### src/rtl/pipe_ctrl.sv
// Pipeline sequencer: per-stage stall vector, registered flush/redirect, EX multi-cycle tracking, stall-cycle counter.
// Latency: stall/ex_mc_done are combinational from state+requests; flush/new_pc appear one cycle after flush_req.
// Backpressure: stall[i]=1 holds stage register i; priority flush > mem wait > multi-cycle > load-use.
module pipe_ctrl #(
    parameter int MC_CNT_W = 6,
    parameter int PERF_W   = 32
) (
    input  logic                clk,
    input  logic                rst,
    input  logic                stallreq_id,
    input  logic                ex_mc_start,
    input  logic [MC_CNT_W-1:0] ex_mc_len,
    input  logic                stallreq_mem,
    input  logic                flush_req,
    input  logic [31:0]         flush_pc,
    output logic [5:0]          stall,
    output logic                flush,
    output logic [31:0]         new_pc,
    output logic                ex_mc_done,
    output logic                mc_busy,
    output logic [PERF_W-1:0]   stall_cycles
);

    localparam logic [1:0] S_RUN   = 2'd0;
    localparam logic [1:0] S_MC    = 2'd1;
    localparam logic [1:0] S_FLUSH = 2'd2;

    localparam logic [5:0] STALL_MEM = 6'b011111;
    localparam logic [5:0] STALL_MC  = 6'b001111;
    localparam logic [5:0] STALL_ID  = 6'b000111;

    logic [1:0]          state, state_nxt;
    logic [MC_CNT_W-1:0] cnt, cnt_nxt;
    logic [5:0]          stall_c;
    logic                done_c;
    logic                capture;

    always_comb begin
        state_nxt = state;
        cnt_nxt   = cnt;
        stall_c   = '0;
        done_c    = 1'b0;
        capture   = 1'b0;
        case (state)
            S_RUN: begin
                if (flush_req) begin
                    capture   = 1'b1;
                    state_nxt = S_FLUSH;
                end else if (stallreq_mem) begin
                    stall_c = STALL_MEM;
                end else if (ex_mc_start) begin
                    if (ex_mc_len <= MC_CNT_W'(1)) begin
                        done_c = 1'b1;
                    end else begin
                        stall_c   = STALL_MC;
                        cnt_nxt   = ex_mc_len - MC_CNT_W'(2);
                        state_nxt = S_MC;
                    end
                end else if (stallreq_id) begin
                    stall_c = STALL_ID;
                end
            end
            S_MC: begin
                // load-use is subsumed by the multi-cycle hold, so stallreq_id is not consulted
                if (flush_req) begin
                    capture   = 1'b1;
                    state_nxt = S_FLUSH;
                end else if (stallreq_mem) begin
                    stall_c = STALL_MEM;
                end else if (cnt != '0) begin
                    stall_c = STALL_MC;
                    cnt_nxt = cnt - MC_CNT_W'(1);
                end else begin
                    done_c    = 1'b1;
                    state_nxt = S_RUN;
                end
            end
            default: begin
                state_nxt = S_RUN;
            end
        endcase
    end

    // Combinational outputs are gated so they read idle for the whole reset assertion
    assign stall      = rst ? stall_c : '0;
    assign ex_mc_done = rst ? done_c : 1'b0;
    assign mc_busy    = (state == S_MC);

    always_ff @(posedge clk or negedge rst) begin
        if (!rst) begin
            state        <= S_RUN;
            cnt          <= '0;
            flush        <= 1'b0;
            new_pc       <= '0;
            stall_cycles <= '0;
        end else begin
            state <= state_nxt;
            cnt   <= cnt_nxt;
            flush <= capture;
            if (capture) begin
                new_pc <= flush_pc;
            end
            if ((stall_c != '0) && (stall_cycles != '1)) begin
                stall_cycles <= stall_cycles + PERF_W'(1);
            end
        end
    end

endmodule

### config.mk
export PLATFORM = sky130hd
export DESIGN_NAME = pipe_ctrl
export DESIGN_NICKNAME = d
export VERILOG_FILES = /design/src/rtl/pipe_ctrl.sv
export SDC_FILE = /design/constraint.sdc
export NUM_CORES = 1
export LEC_CHECK = 0
export ABC_AREA = 1
export CORE_MARGIN = 2
export CORE_UTILIZATION = 25
export DETAILED_ROUTE_END_ITERATION = 16
export GPL_ROUTABILITY_DRIVEN = 0
export PLACE_DENSITY_LB_ADDON = 0.05
export SETUP_SLACK_MARGIN = 0.1
export SLEW_MARGIN = 20
export SYNTH_ARGS = -nofsm -noshare
export SYNTH_HDL_FRONTEND = slang
export SYNTH_SLANG_ARGS = --single-unit
export TNS_END_PERCENT = 30
### constraint.sdc
create_clock -name clk -period 2.5 [get_ports clk]
set_input_delay 0.5 -clock clk [delete_from_list [all_inputs] [get_ports clk]]
set_output_delay 0.5 -clock clk [all_outputs]
set_load 0.02 [all_outputs]
After elaboration in Yosys (flattened, before gate mapping)
Cells that the tools add are included.
- input port bits: 44
- flip-flop bits (word level): 73
- logic and storage cells: 68
- output and inout bits: 73
- equality and inequality tests: 14
- add/subtract/negate cells: 3
- multiplexer cells: 37
- reductions and logical operators: 8
- magnitude comparators: 1
- operators by type and width (cell ; count):
    6-bit two-way mux ; 11
    32-bit by 1-bit adder with 32-bit output, second input constant ; 1
    32-bit != test, second input constant ; 1
    6-bit case mux with 2 select lines ; 2
    3-bit != test, second input constant ; 5
    2-bit two-way mux ; 7
    2-bit != test, second input constant ; 6
    6-bit nonzero test ; 2
    1-bit two-way mux ; 10
    5-bit two-way mux ; 2
    4-bit two-way mux ; 2
    8-bit AND reduction ; 1
    6-bit by 1-bit <= comparator with 1-bit output, second input constant ; 1
    6-bit by 1-bit subtractor with 6-bit output, second input constant ; 1
    6-bit by 2-bit subtractor with 6-bit output, second input constant ; 1
    5-bit AND reduction ; 1
    2-bit case mux with 2 select lines ; 1
    3-bit two-way mux ; 1
    2-bit by 1-bit equality test with 1-bit output, second input constant ; 1
    2-bit logical NOT ; 1
    2-bit by 1-bit != test with 1-bit output, second input constant ; 1
    1-bit case mux with 2 select lines ; 1
    2-bit nonzero test ; 1
    2-bit OR reduction ; 1
    1-bit logical AND ; 1

Logic depth before layout (Yosys ltp)
Gate-level depths: netlist (run 1).
- word-level depth: 8
- depth in mapped cells: 11
- mapped depth without buffers: 10

Least setup slack after synthesis (run 1)
OpenSTA, ideal clock, no wires.
- path type: reg-to-output
- start: register cnt[0]
- end: output stall[1]
- arrival: 1683 ps
- path buffers: 2
- cell stages (with the launch flop): 12
- required time: 2000 ps
- path slack: 317 ps
- cells stage by stage: dfrtp_1 > inv_1 > ha_1 > inv_1 > nor2_1 > nand3_1 > nand2_1 > nand4_2 > buf_2 > nand2_1 > inv_1 > buf_4
- cells in the longest elaborated chain, start to end: 6
- ends and longest elaborated chain (element ; line ; source):
    start, declared ; 33 ; logic [MC_CNT_W-1:0] cnt, cnt_nxt;
    start signal, assigned ; 98 ; cnt <= cnt_nxt;
    6-bit nonzero test ; 70 ; end else if (cnt != '0) begin
    4-bit two-way mux ; 70 ;
    5-bit two-way mux ; 68 ; end else if (stallreq_mem) begin
    5-bit two-way mux ; 65 ; if (flush_req) begin
    6-bit case mux with 2 select lines ; 44 ; case (state)
    6-bit two-way mux ; 85 ; assign stall = rst ? stall_c : '0;
    end, declared ; 16 ; output logic [5:0] stall,
Every way passes these cells.

Worst setup path after layout (run 1)
- start: input flush_req
- end: output stall[3]
- cells in the longest elaborated chain, start to end: 3
- elaborated cells between the ends (all ways): 4
- classes of those cells: mux: 4
- ends and longest elaborated chain (element ; line ; source):
    start, declared ; 14 ; input logic flush_req,
    5-bit two-way mux or 6-bit two-way mux (tied branches) ; 65, 46 ;
    6-bit case mux with 2 select lines * ; 44 ;
    6-bit two-way mux * ; 85 ;
Mark *: on every way between the ends. The rest lies on a longest branch, timed or not.

==> reports/results.tsv, run 1 <==
stage	metric	value	unit
outcome	status	finished, final reports clean	
critical_path	worstPathBufferInverterCount	3	
power_and_ir_drop	p_switching	0.00115	W
drt	wl_per_cell	13.3	microns
critical_path	cp.arrival	1.88	ns
layout	antenna_cells	0	
die	rows	47	
global_route	grt_pass1_wl	21100	microns
timing	tightest_slew	0.607	ns
die	ios	117	
power_and_ir_drop	p_leak	2.77	nW
global_route	grt.total_usage	15.1	%
drt	vias	4181	
power_and_ir_drop	p_sw_share	30.5	%
placed_design	dp_slack	-0.265	ns
flow_run	cap_violations	0	
synth	syn_area	4160	sq um
drt	drc	0	
critical_path	critical_path.cell_chain	clkdlybuf4s50_1 > buf_4 > nor2_1 > nand2_2 > a31oi_1 > clkdlybuf4s15_1	
synth	yosysSeqAreaShare	43.9	%
critical_path	worstPathRequired	2.00	ns
drt	ant_nets	0	
synth	synth_seq_cells	73	
layout	syn2layout_area_growth	43.4	%
timing	setup_viol	0	
clocking	path_clk_slew	0.06	ns
drt	via_per_inst	4.34	
placed_design	dpl.hpwl	9460	microns
clocking	clockBufferDepth	2	
drt	drt_first_pass_iters	4	
global_route	grt_max_degree	46	
die	fp.dieW	133	microns
die	dieArea	17700	sq um
clocking	cts-root-buf	clkbuf_16	
timing	rsz0062_at_grt	yes	
synth	synthCells	611	
worst_hold_path	min_path_type	flop to flop	
layout	nFillCells	1716	
layout	finalNetCount	787	
timing	period_share	95.3	%
drt	drtIter0Drc	193	
critical_path	cp_slowest_cell	clkdlybuf4s50_1	
critical_path	path_depth	6	
power_and_ir_drop	p_seq_share	38.0	%
clocking	cts_tree	yes	
critical_path	cp_max_fo	3	
clocking	htreeDepth	3	
critical_path	ff2ff_path_depth	10	
critical_path	endpoint_kind	output port	
power_and_ir_drop	clock_power_share	38.3	%
timing	clock-skew-final	0.00558	ns
power_and_ir_drop	p_int	0.00262	W
timing	max-slew-margin-rel	59.6	%
timing	hold_viol_final	0	
clocking	cts.sinks	73	
worst_hold_path	min_path_cells	2	
global_route	antenna_found_initial	0	
critical_path	cp-start-kind	input pin	
placed_design	port_buffers	115	
synth	synth_cell_type_count	26	
die	start_util	25.4	%
die	die_y	133	microns
clocking	clk-insertion-delay-late	0.35	ns
layout	layout_commonest_cell	nand2_1	
synth	ys_warn_count	0	
global_route	grt_pass1_vias	4100	
power_and_ir_drop	ir_worst_vdd	0.387	mV
timing	finalWorstSetupSlack	0.119	ns
power_and_ir_drop	power.share.combinational	23.7	%
drt	drt-total-wl	12800	microns
layout	layout_common_cells	nand2_1, clkdlybuf4s50_1, dfrtp_1	
layout	drive_gt1_share	7.80	%
die	core	16400	sq um
critical_path	crit_type	input pin to output port	
timing	fmaxAchievable	420	MHz
placed_design	placed_area	5640	sq um
power_and_ir_drop	power.density	633	nW/um^2
synth	synth_fp_nets	659	
timing	whs	0.470	ns
critical_path	crit_family	buffers and inverters	
synth	synth.avg_cell_area	6.81	sq um
layout	fin_util	36.4	%
critical_path	slowest_delay	0.44	ns
global_route	grt.overflow.total	0	
timing	slew_violations	0	
timing	finalCriticalPeriod	2.38	ns
clocking	cts_made_buffers	9	
layout	fin_area	5970	sq um
routing by layer:
layer  global-route usage (%)  routed length, microns  vias up
met5                        0                       0        -
met4                     5.02                     167        0
met3                     5.02                     914       15
met2                     25.1                    6100      107
met1                     18.4                    5620     1916
li1                         -                       -     2143
worst register-to-register path: stages (launching register included):
cell,delay [ns]
dfrtp_1,0.49
ha_1,0.24
inv_1,0.08
nor2_4,0.16
nand2_2,0.13
nor2_4,0.16
nand2_4,0.20
nand2_4,0.15
buf_12,0.19
nand2_1,0.08
nand2_1,0.06
Yosys cell counts:
library cell,instances,area share (%)
nand2_1,288,26
dfrtp_1,73,44
nor2_1,71,6.4
nand3_1,57,6.9
inv_1,42,3.8
o21ai_0,16,1.9
xnor2_1,10,2.1
buf_2,7,0.84
clkbuf_1,6,0.54
ha_1,4,1.2
nand4_1,4,0.60
xor2_1,4,0.84
a21oi_1,3,0.36
buf_4,3,0.54
buf_6,3,0.81
nand2_2,3,0.45
nor2_2,3,0.45
a31oi_1,2,0.30
inv_2,2,0.18
nand2_4,2,0.54
nor2_4,2,0.54
o21ai_1,2,0.24
clkinv_1,1,0.090
conb_1,1,0.090
nand4_2,1,0.30
nor3_1,1,0.12
registers in the layout, indices dropped and copies added, names as in the netlist:
| name | cells |
|---|---|
| new_pc | 32 |
| state | 2 |
| stall_cycles | 32 |
| cnt | 6 |
| flush | 1 |
logic make-up (layout without fill, tap and decap cells):
logic type	after synthesis	count (layout)	synth area share, %
buf+inv	64	197	6.79
fa+ha+maj	4	4	1.20
xor+xnor	14	14	2.95
other cells	1	1	0.0901
flops	73	73	43.9
simple gates	432	432	42.2
compound gates	23	23	2.83
area by class of cell:
class / count / area [sq um] / area share, %
clock buffer: 10 / 239 / 4.00
clock inverter: 6 / 91.3 / 1.53
inverter: 45 / 169 / 2.83
multi-input combinational: 474 / 2060 / 34.5
sequential: 73 / 1830 / 30.6
tap: 220 / 275 / 4.61
timing repair buffer: 136 / 1310 / 21.9
final timing paths:
| check | from | to | slack (ns) |
|---|---|---|---|
| setup / recovery | flush_req | stall[3] | 0.12 |
| hold / removal | new_pc[22] | new_pc[22] | 0.47 |
| hold reg to reg | new_pc[22] | new_pc[22] | 0.47 |
| min in group asynchronous | rst | state[0] | 0.51 |
| max in group asynchronous | rst | stall_cycles[27] | 1.18 |
| setup reg to reg | stall_cycles[0] | stall_cycles[26] | 0.52 |
through the flow:
stage	instances	power, W	setup TNS (ns)
floorplan	611	0.00191	0
global placement	946	0.00236	-1.07
detailed placement	946	0.00236	-1.26
CTS	963	0.00384	-0.0530
global route	964	0.00399	0
finish	964	0.00378	0
what timing repair did:
action / 4_1_cts / 5_1_grt
pin swaps: 0 / 1
gates resized for setup: 10 / 10
hold buffers: 1 / 0
buffers inserted: 0 / 1
setup endpoints to repair: 6 / 6
hold endpoints to repair: 1 / 0
power groups by stage:
stage	Sequential [W]	Clock, W	Combinational (W)
final	0.00144	0.00145	0.000895
after global routing	0.00146	0.00154	0.000989
after CTS	0.00144	0.00150	0.000903
after detailed placement	0.00146	0	0.000903
after global placement	0.00146	0	0.000899
after floorplan	0.00156	0	0.000347
Power figures use the tool's default switching activity.
==> run 2, diff against run 1 <==
--- a/config.mk
+++ b/config.mk
@@ -6,6 +6,7 @@
 export NUM_CORES = 1
 export LEC_CHECK = 0
 export ABC_AREA = 1
+export CORE_ASPECT_RATIO = 1.25
 export CORE_MARGIN = 2
 export CORE_UTILIZATION = 25
 export DETAILED_ROUTE_END_ITERATION = 16
==> run 2 against run 1 <==
Against the previous run: utilization rose by 0.19 points; first-iteration DRC count grew 10%; hold slack lost 0.040 ns; global-route usage is 0.22 points higher; design area is 0.34% lower; non-clock buffer count is 4 higher.
==> reports/results.tsv, run 2 (same netlist as run 1, synthesis figures left out) <==
stage	metric	value	unit	change
timing	hold_viol_final	0		unchanged
power_and_ir_drop	ir_worst_vdd	0.269	mV	-31%
global_route	grt.overflow.total	0		unchanged
power_and_ir_drop	p_switching	0.00117	W	+1.5%
flow_run	cap_violations	0		unchanged
timing	clock-skew-final	0.00872	ns	+0.00314 ns
drt	drc	0		unchanged
layout	syn2layout_area_growth	43.0	%	
clocking	clockBufferDepth	2		unchanged
critical_path	cp-start-kind	input pin		
drt	drt_first_pass_iters	5		+1
timing	period_share	93.6	%	-1.6 points
power_and_ir_drop	clock_power_share	37.1	%	-1.2 points
timing	final.setup.tns	0	ns	unchanged
global_route	grt_pass1_vias	4219		+2.9%
die	ios	117		unchanged
timing	slew_violations	0		unchanged
clocking	path_clk_slew	0.07	ns	about the same
critical_path	cp_max_fo	3		unchanged
power_and_ir_drop	p_int	0.00251	W	-4.5%
drt	wl_per_cell	13.6	microns	+2.3%
timing	fmaxAchievable	427	MHz	+1.7%
clocking	clk-insertion-delay-late	0.34	ns	about the same
critical_path	critical_path.cell_chain	clkdlybuf4s50_1 > inv_1 > nand2_1 > nor2_1 > nand2_1 > a31oi_1 > dlygate4sd2_1		
global_route	antenna_found_initial	0		unchanged
die	core	16300	sq um	-0.86%
clocking	cts_tree	yes		
timing	tightest_slew	0.921	ns	+0.314 ns
die	dieArea	17700	sq um	about the same
layout	top_regs	new_pc: 32 flops, stall_cycles: 32 flops, cnt: 6 flops		
outcome	status	finished, final reports clean		
clocking	htreeDepth	3		unchanged
layout	fin_area	5950	sq um	-0.34%
clocking	cts.sinks	73		unchanged
power_and_ir_drop	p_leak	2.76	nW	-0.32%
critical_path	worstPathRequired	2.00	ns	about the same
die	rows	52		+11%
drt	via_per_inst	4.33		-0.22%
layout	drive_gt1_share	8.29	%	+0.49 points
layout	antenna_cells	0		unchanged
clocking	cts_setup_buffers	0		unchanged
critical_path	cp.arrival	1.84	ns	-0.04 ns
critical_path	r2r_slack	0.45	ns	-0.07 ns
timing	finalCriticalPeriod	2.34	ns	-0.0400 ns
placed_design	dpl.hpwl	9550	microns	+0.92%
placed_design	port_buffers	115		unchanged
global_route	grt_pass1_wl	21400	microns	+1.5%
drt	ant_nets	0		unchanged
layout	layout_commonest_cell	nand2_1		
power_and_ir_drop	power.share.combinational	23.9	%	+0.2 points
global_route	grt.total_usage	15.3	%	+0.22 points
layout	layout_common_cells	nand2_1, clkdlybuf4s50_1, dfrtp_1		
power_and_ir_drop	p_seq_share	39.1	%	+1.1 points
die	fp.dieW	119	microns	-10%
placed_design	placed_area	5650	sq um	+0.13%
timing	rsz0062_at_grt	yes		
timing	max-slew-margin-rel	38.6	%	-21 points
clocking	cts-root-buf	clkbuf_16		
die	die_y	148	microns	+11%
drt	drtIter0Drc	213		+10%
layout	finalNetCount	791		+0.51%
drt	vias	4172		-0.22%
timing	setup_viol	0		unchanged
critical_path	endpoint_kind	output port		
power_and_ir_drop	power.density	618	nW/um^2	-2.3%
critical_path	crit_type	input pin to output port		
clocking	cts_made_buffers	9		unchanged
critical_path	slowest_delay	0.45	ns	about the same
worst_hold_path	min_path_type	input pin to asynchronous set/reset pin		
critical_path	crit_top_cell	nand2_1		
power_and_ir_drop	p_sw_share	31.8	%	+1.3 points
die	start_util	25.6	%	+0.22 points
critical_path	cp_slowest_cell	clkdlybuf4s50_1		
global_route	grt_max_degree	69		+50%
drt	drt-total-wl	13100	microns	+2.3%
## run 2: cell types whose count changed in the layout (fill, tap and decap cells not counted), sizes merged
| cell | previous run | this run |
|---|---|---|
| inv | 44 | 45 |
| clkinvlp | 0 | 3 |
| buf | 22 | 25 |
| dlygate4sd2 | 0 | 2 |
| bufinv | 2 | 1 |
| clkdlybuf4s15 | 1 | 0 |
| clkinv | 5 | 2 |
## run 2: layout make-up
class | count | area (sq um)
tap | 216 | 270
timing repair buffer | 140 | 1320
multi-input combinational | 474 | 2060
clock inverter | 6 | 66.3
sequential | 73 | 1830
inverter | 45 | 169
clock buffer | 10 | 239
fill | 1753 | 10300
## run 2: worst paths after layout
kind                       startpoint          endpoint  depth (start not counted)
setup reg to reg             state[1]  stall_cycles[10]                          9
hold reg to reg             new_pc[5]         new_pc[5]                          2
max in group asynchronous         rst         new_pc[1]                          2
min in group clk            new_pc[5]         new_pc[5]                          2
setup / recovery            flush_req          stall[3]                          7
hold / removal                    rst  stall_cycles[10]                          2
## run 2: layer usage
metal / track usage (%) / part of all wire, % / vias to the layer above
met5: 0 / 0 / -
met4: 6.41 / 2.0 / 0
met3: 3.14 / 4.9 / 20
met2: 27.2 / 50 / 108
met1: 17.9 / 43 / 1891
li1: - / - / 2153
## run 2: critical path, delay by kind of cell
family                 cells  cell delay (ns)
AND/OR/NAND/NOR            3             0.28
buffers and inverters      3             0.91
AO/OA/AOI/OAI              1             0.14
## run 2: stage by stage
step	util (%)	instances	hold slack, ns	setup slack, ns	total power (W)
after global placement	34.7	947	0.336	-0.204	0.00235
after detailed placement	34.7	947	0.335	-0.227	0.00235
after CTS	36.6	964	0.461	-0.0312	0.00375
after global routing	36.6	964	0.494	0.0330	0.00390
final	36.6	964	0.430	0.159	0.00368
after floorplan	-	611	0.204	0.317	0.00191
## run 2: repair_timing
item / CTS / global route
resized for setup: 7 / 10
pin swaps: 0 / 1
endpoints found under the hold margin: 5 / 0
setup endpoints to repair: 6 / 5
hold buffers: 1 / 0
## run 2: power groups by stage
stage	combinational [W]	sequential [W]	clock (W)
after floorplan	0.000347	0.00156	0
final	0.000877	0.00144	0.00136
after global routing	0.000977	0.00146	0.00146
after global placement	0.000895	0.00146	0
after detailed placement	0.000894	0.00146	0
after CTS	0.000896	0.00144	0.00141
==> run 3, diff against run 2 <==
==> constraint.sdc (replaced) <==
create_clock -name clk -period 1.9 [get_ports clk]
set_input_delay 0.38 -clock clk [delete_from_list [all_inputs] [get_ports clk]]
set_output_delay 0.38 -clock clk [all_outputs]
set_load 0.02 [all_outputs]
==> run 3 against run 2 <==
Against the previous run: the run now ends with negative setup slack left; combinational power is 58% higher; register-to-register slack got worse by 0.44 ns; critical path depth rose by 3; non-clock buffer count rose by 50; sequential cell count did not move; critical endpoint is now stall[2]; design area up 8.2%; worst setup slack lost 0.22 ns.
==> reports/results.tsv, run 3 (same netlist as run 1, synthesis figures left out) <==
stage	metric	value	unit	change
global_route	grtUsageMet2	29.6	%	+2.4 points
timing	max-slew-margin-rel	59.4	%	+21 points
clocking	clk-insertion-delay-late	0.35	ns	about the same
clocking	cts-root-buf	clkbuf_16		
global_route	grt.overflow.total	0		unchanged
global_route	grt_pass1_vias	4422		+4.8%
timing	slew_violations	0		unchanged
power_and_ir_drop	p_total	0.00504	W	+37%
critical_path	path_depth	10		+3
timing	finalWorstSetupSlack	-0.0655	ns	-0.224 ns
layout	layout_common_cells	nand2_1, buf_4, dfrtp_1		
drt	drtIter0Drc	194		-8.9%
critical_path	worstPathBufferInverterCount	4		+1
critical_path	cp-startpoint	cnt[1]		
timing	clock-skew-final	0.00641	ns	-0.00232 ns
layout	drive_gt1_share	17.7	%	+9.4 points
drt	wl_per_cell	13.8	microns	+1.9%
critical_path	crit_family	simple AND/OR/NAND/NOR gates		
die	dieArea	17700	sq um	unchanged
critical_path	endpoint_kind	output port		
clocking	clockBufferDepth	2		unchanged
worst_hold_path	min_path_type	input pin to asynchronous set/reset pin		
clocking	cts_tree	yes		
timing	finalCriticalPeriod	1.97	ns	
global_route	grt.met1_usage	18.3	%	+0.39 points
global_route	gr-usage-met3	4.49	%	+1.3 points
outcome	status	finished with violations		
die	start_util	25.6	%	unchanged
global_route	grt.total_usage	16.6	%	+1.3 points
drt	via_per_inst	4.36		+0.63%
layout	finalNetCount	841		+6.3%
global_route	antenna_found_initial	0		unchanged
drt	vias	4416		+5.8%
clocking	cts_hold_buf	0		-1
global_route	busiest_layer	met2		
layout	layout_commonest_cell	nand2_1		
drt	drt-total-wl	14000	microns	+7.2%
layout	syn2layout_area_growth	54.7	%	
clocking	path_clk_slew	0.06	ns	about the same
layout	top_regs	new_pc: 32 flops, stall_cycles: 32 flops, cnt: 6 flops		
timing	tightest_slew	0.609	ns	-0.312 ns
layout	antenna_cells	0		unchanged
clocking	cts.sinks	73		unchanged
timing	rsz0062_at_grt	yes		
placed_design	port_buffers	115		unchanged
critical_path	cp_max_fo	3		unchanged
critical_path	slowest_delay	0.39	ns	-0.06 ns
critical_path	ff2ff_path_depth	9		unchanged
flow_run	cap_violations	0		unchanged
power_and_ir_drop	power.density	783	nW/um^2	+27%
placed_design	dp_slack	-0.579	ns	-0.352 ns
timing	fmaxAchievable	509	MHz	
die	die_y	148	microns	unchanged
timing	hold_viol_final	0		unchanged
critical_path	cp-start-kind	flop		
critical_path	r2r_start	state[1]		
placed_design	dpl.hpwl	10300	microns	+7.8%
drt	drt_first_pass_iters	4		-1
global_route	grt_max_degree	46		-33%
layout	fin_util	39.6	%	+3.0 points
power_and_ir_drop	ir_worst_vdd	0.417	mV	+55%
critical_path	critical_path.cell_chain	inv_2 > ha_4 > inv_2 > nor2_4 > nand3_4 > nand2_4 > nand4_4 > nand2_4 > inv_6 > buf_6		
timing	setup_viol	4		+4
drt	drc	0		unchanged
drt	ant_nets	0		unchanged
power_and_ir_drop	p_leak	3.19	nW	+15%
clocking	cts_made_buffers	9		unchanged
die	core	16300	sq um	unchanged
outcome	violations	negative setup slack		
clocking	htreeDepth	3		unchanged
die	ios	117		unchanged
die	rows	52		unchanged
critical_path	crit_type	flop to output port		
timing	period_share	103	%	
critical_path	worstPathRequired	1.52	ns	-0.48 ns
critical_path	cp_slowest_cell	dfrtp_1		
critical_path	cp.arrival	1.59	ns	-0.25 ns
global_route	grt_pass1_wl	22800	microns	+6.5%
die	fp.dieW	119	microns	unchanged
## run 3: routing by layer
layer | routed length (microns) | vias up
li1 | - | 2247
met1 | 5620 | 2061
met2 | 7410 | 92
met3 | 736 | 16
met4 | 265 | 0
met5 | 0 | -
## run 3: final timing paths
check / endpoint / slack (ns)
setup / recovery: stall[2] / -0.07
hold / removal: stall_cycles[15] / 0.11
setup reg to reg: stall_cycles[24] / 0.01
hold reg to reg: new_pc[4] / 0.47
max in group asynchronous: new_pc[20] / 0.84
min in group clk: new_pc[4] / 0.47
## run 3: power by group
part           internal (W)  total [W]  switching [W]
clock network       0.00103    0.00179       0.000760
logic              0.000630    0.00139       0.000763
registers           0.00173    0.00186       0.000130
## run 3: layout make-up
cell class	count	area (sq um)
Clock inverter	7	77.6
Inverter	45	176
Timing Repair Buffer	190	1690
Tap cell	216	270
Clock buffer	9	225
Fill cell	1769	9830
Multi-Input combinational cell	474	2170
Sequential cell	73	1830
## run 3: timing repair
item | 4_1_cts | 5_1_grt
setup endpoints to repair | 68 | 43
pin swaps | 16 | 2
resized for setup | 95 | 10
setup buffers | 17 | 0
## run 3: metrics by stage
stage,hold slack [ns],instances,cell area [sq um],TNS [ns]
after floorplan,0.0844,611,4210,0
after global placement,0.453,981,5970,-13.41
after detailed placement,0.459,981,5970,-16.27
after CTS,0.126,1014,6400,-0.394
after global routing,0.144,1014,6440,-3.16
final,0.107,1014,6440,-0.217
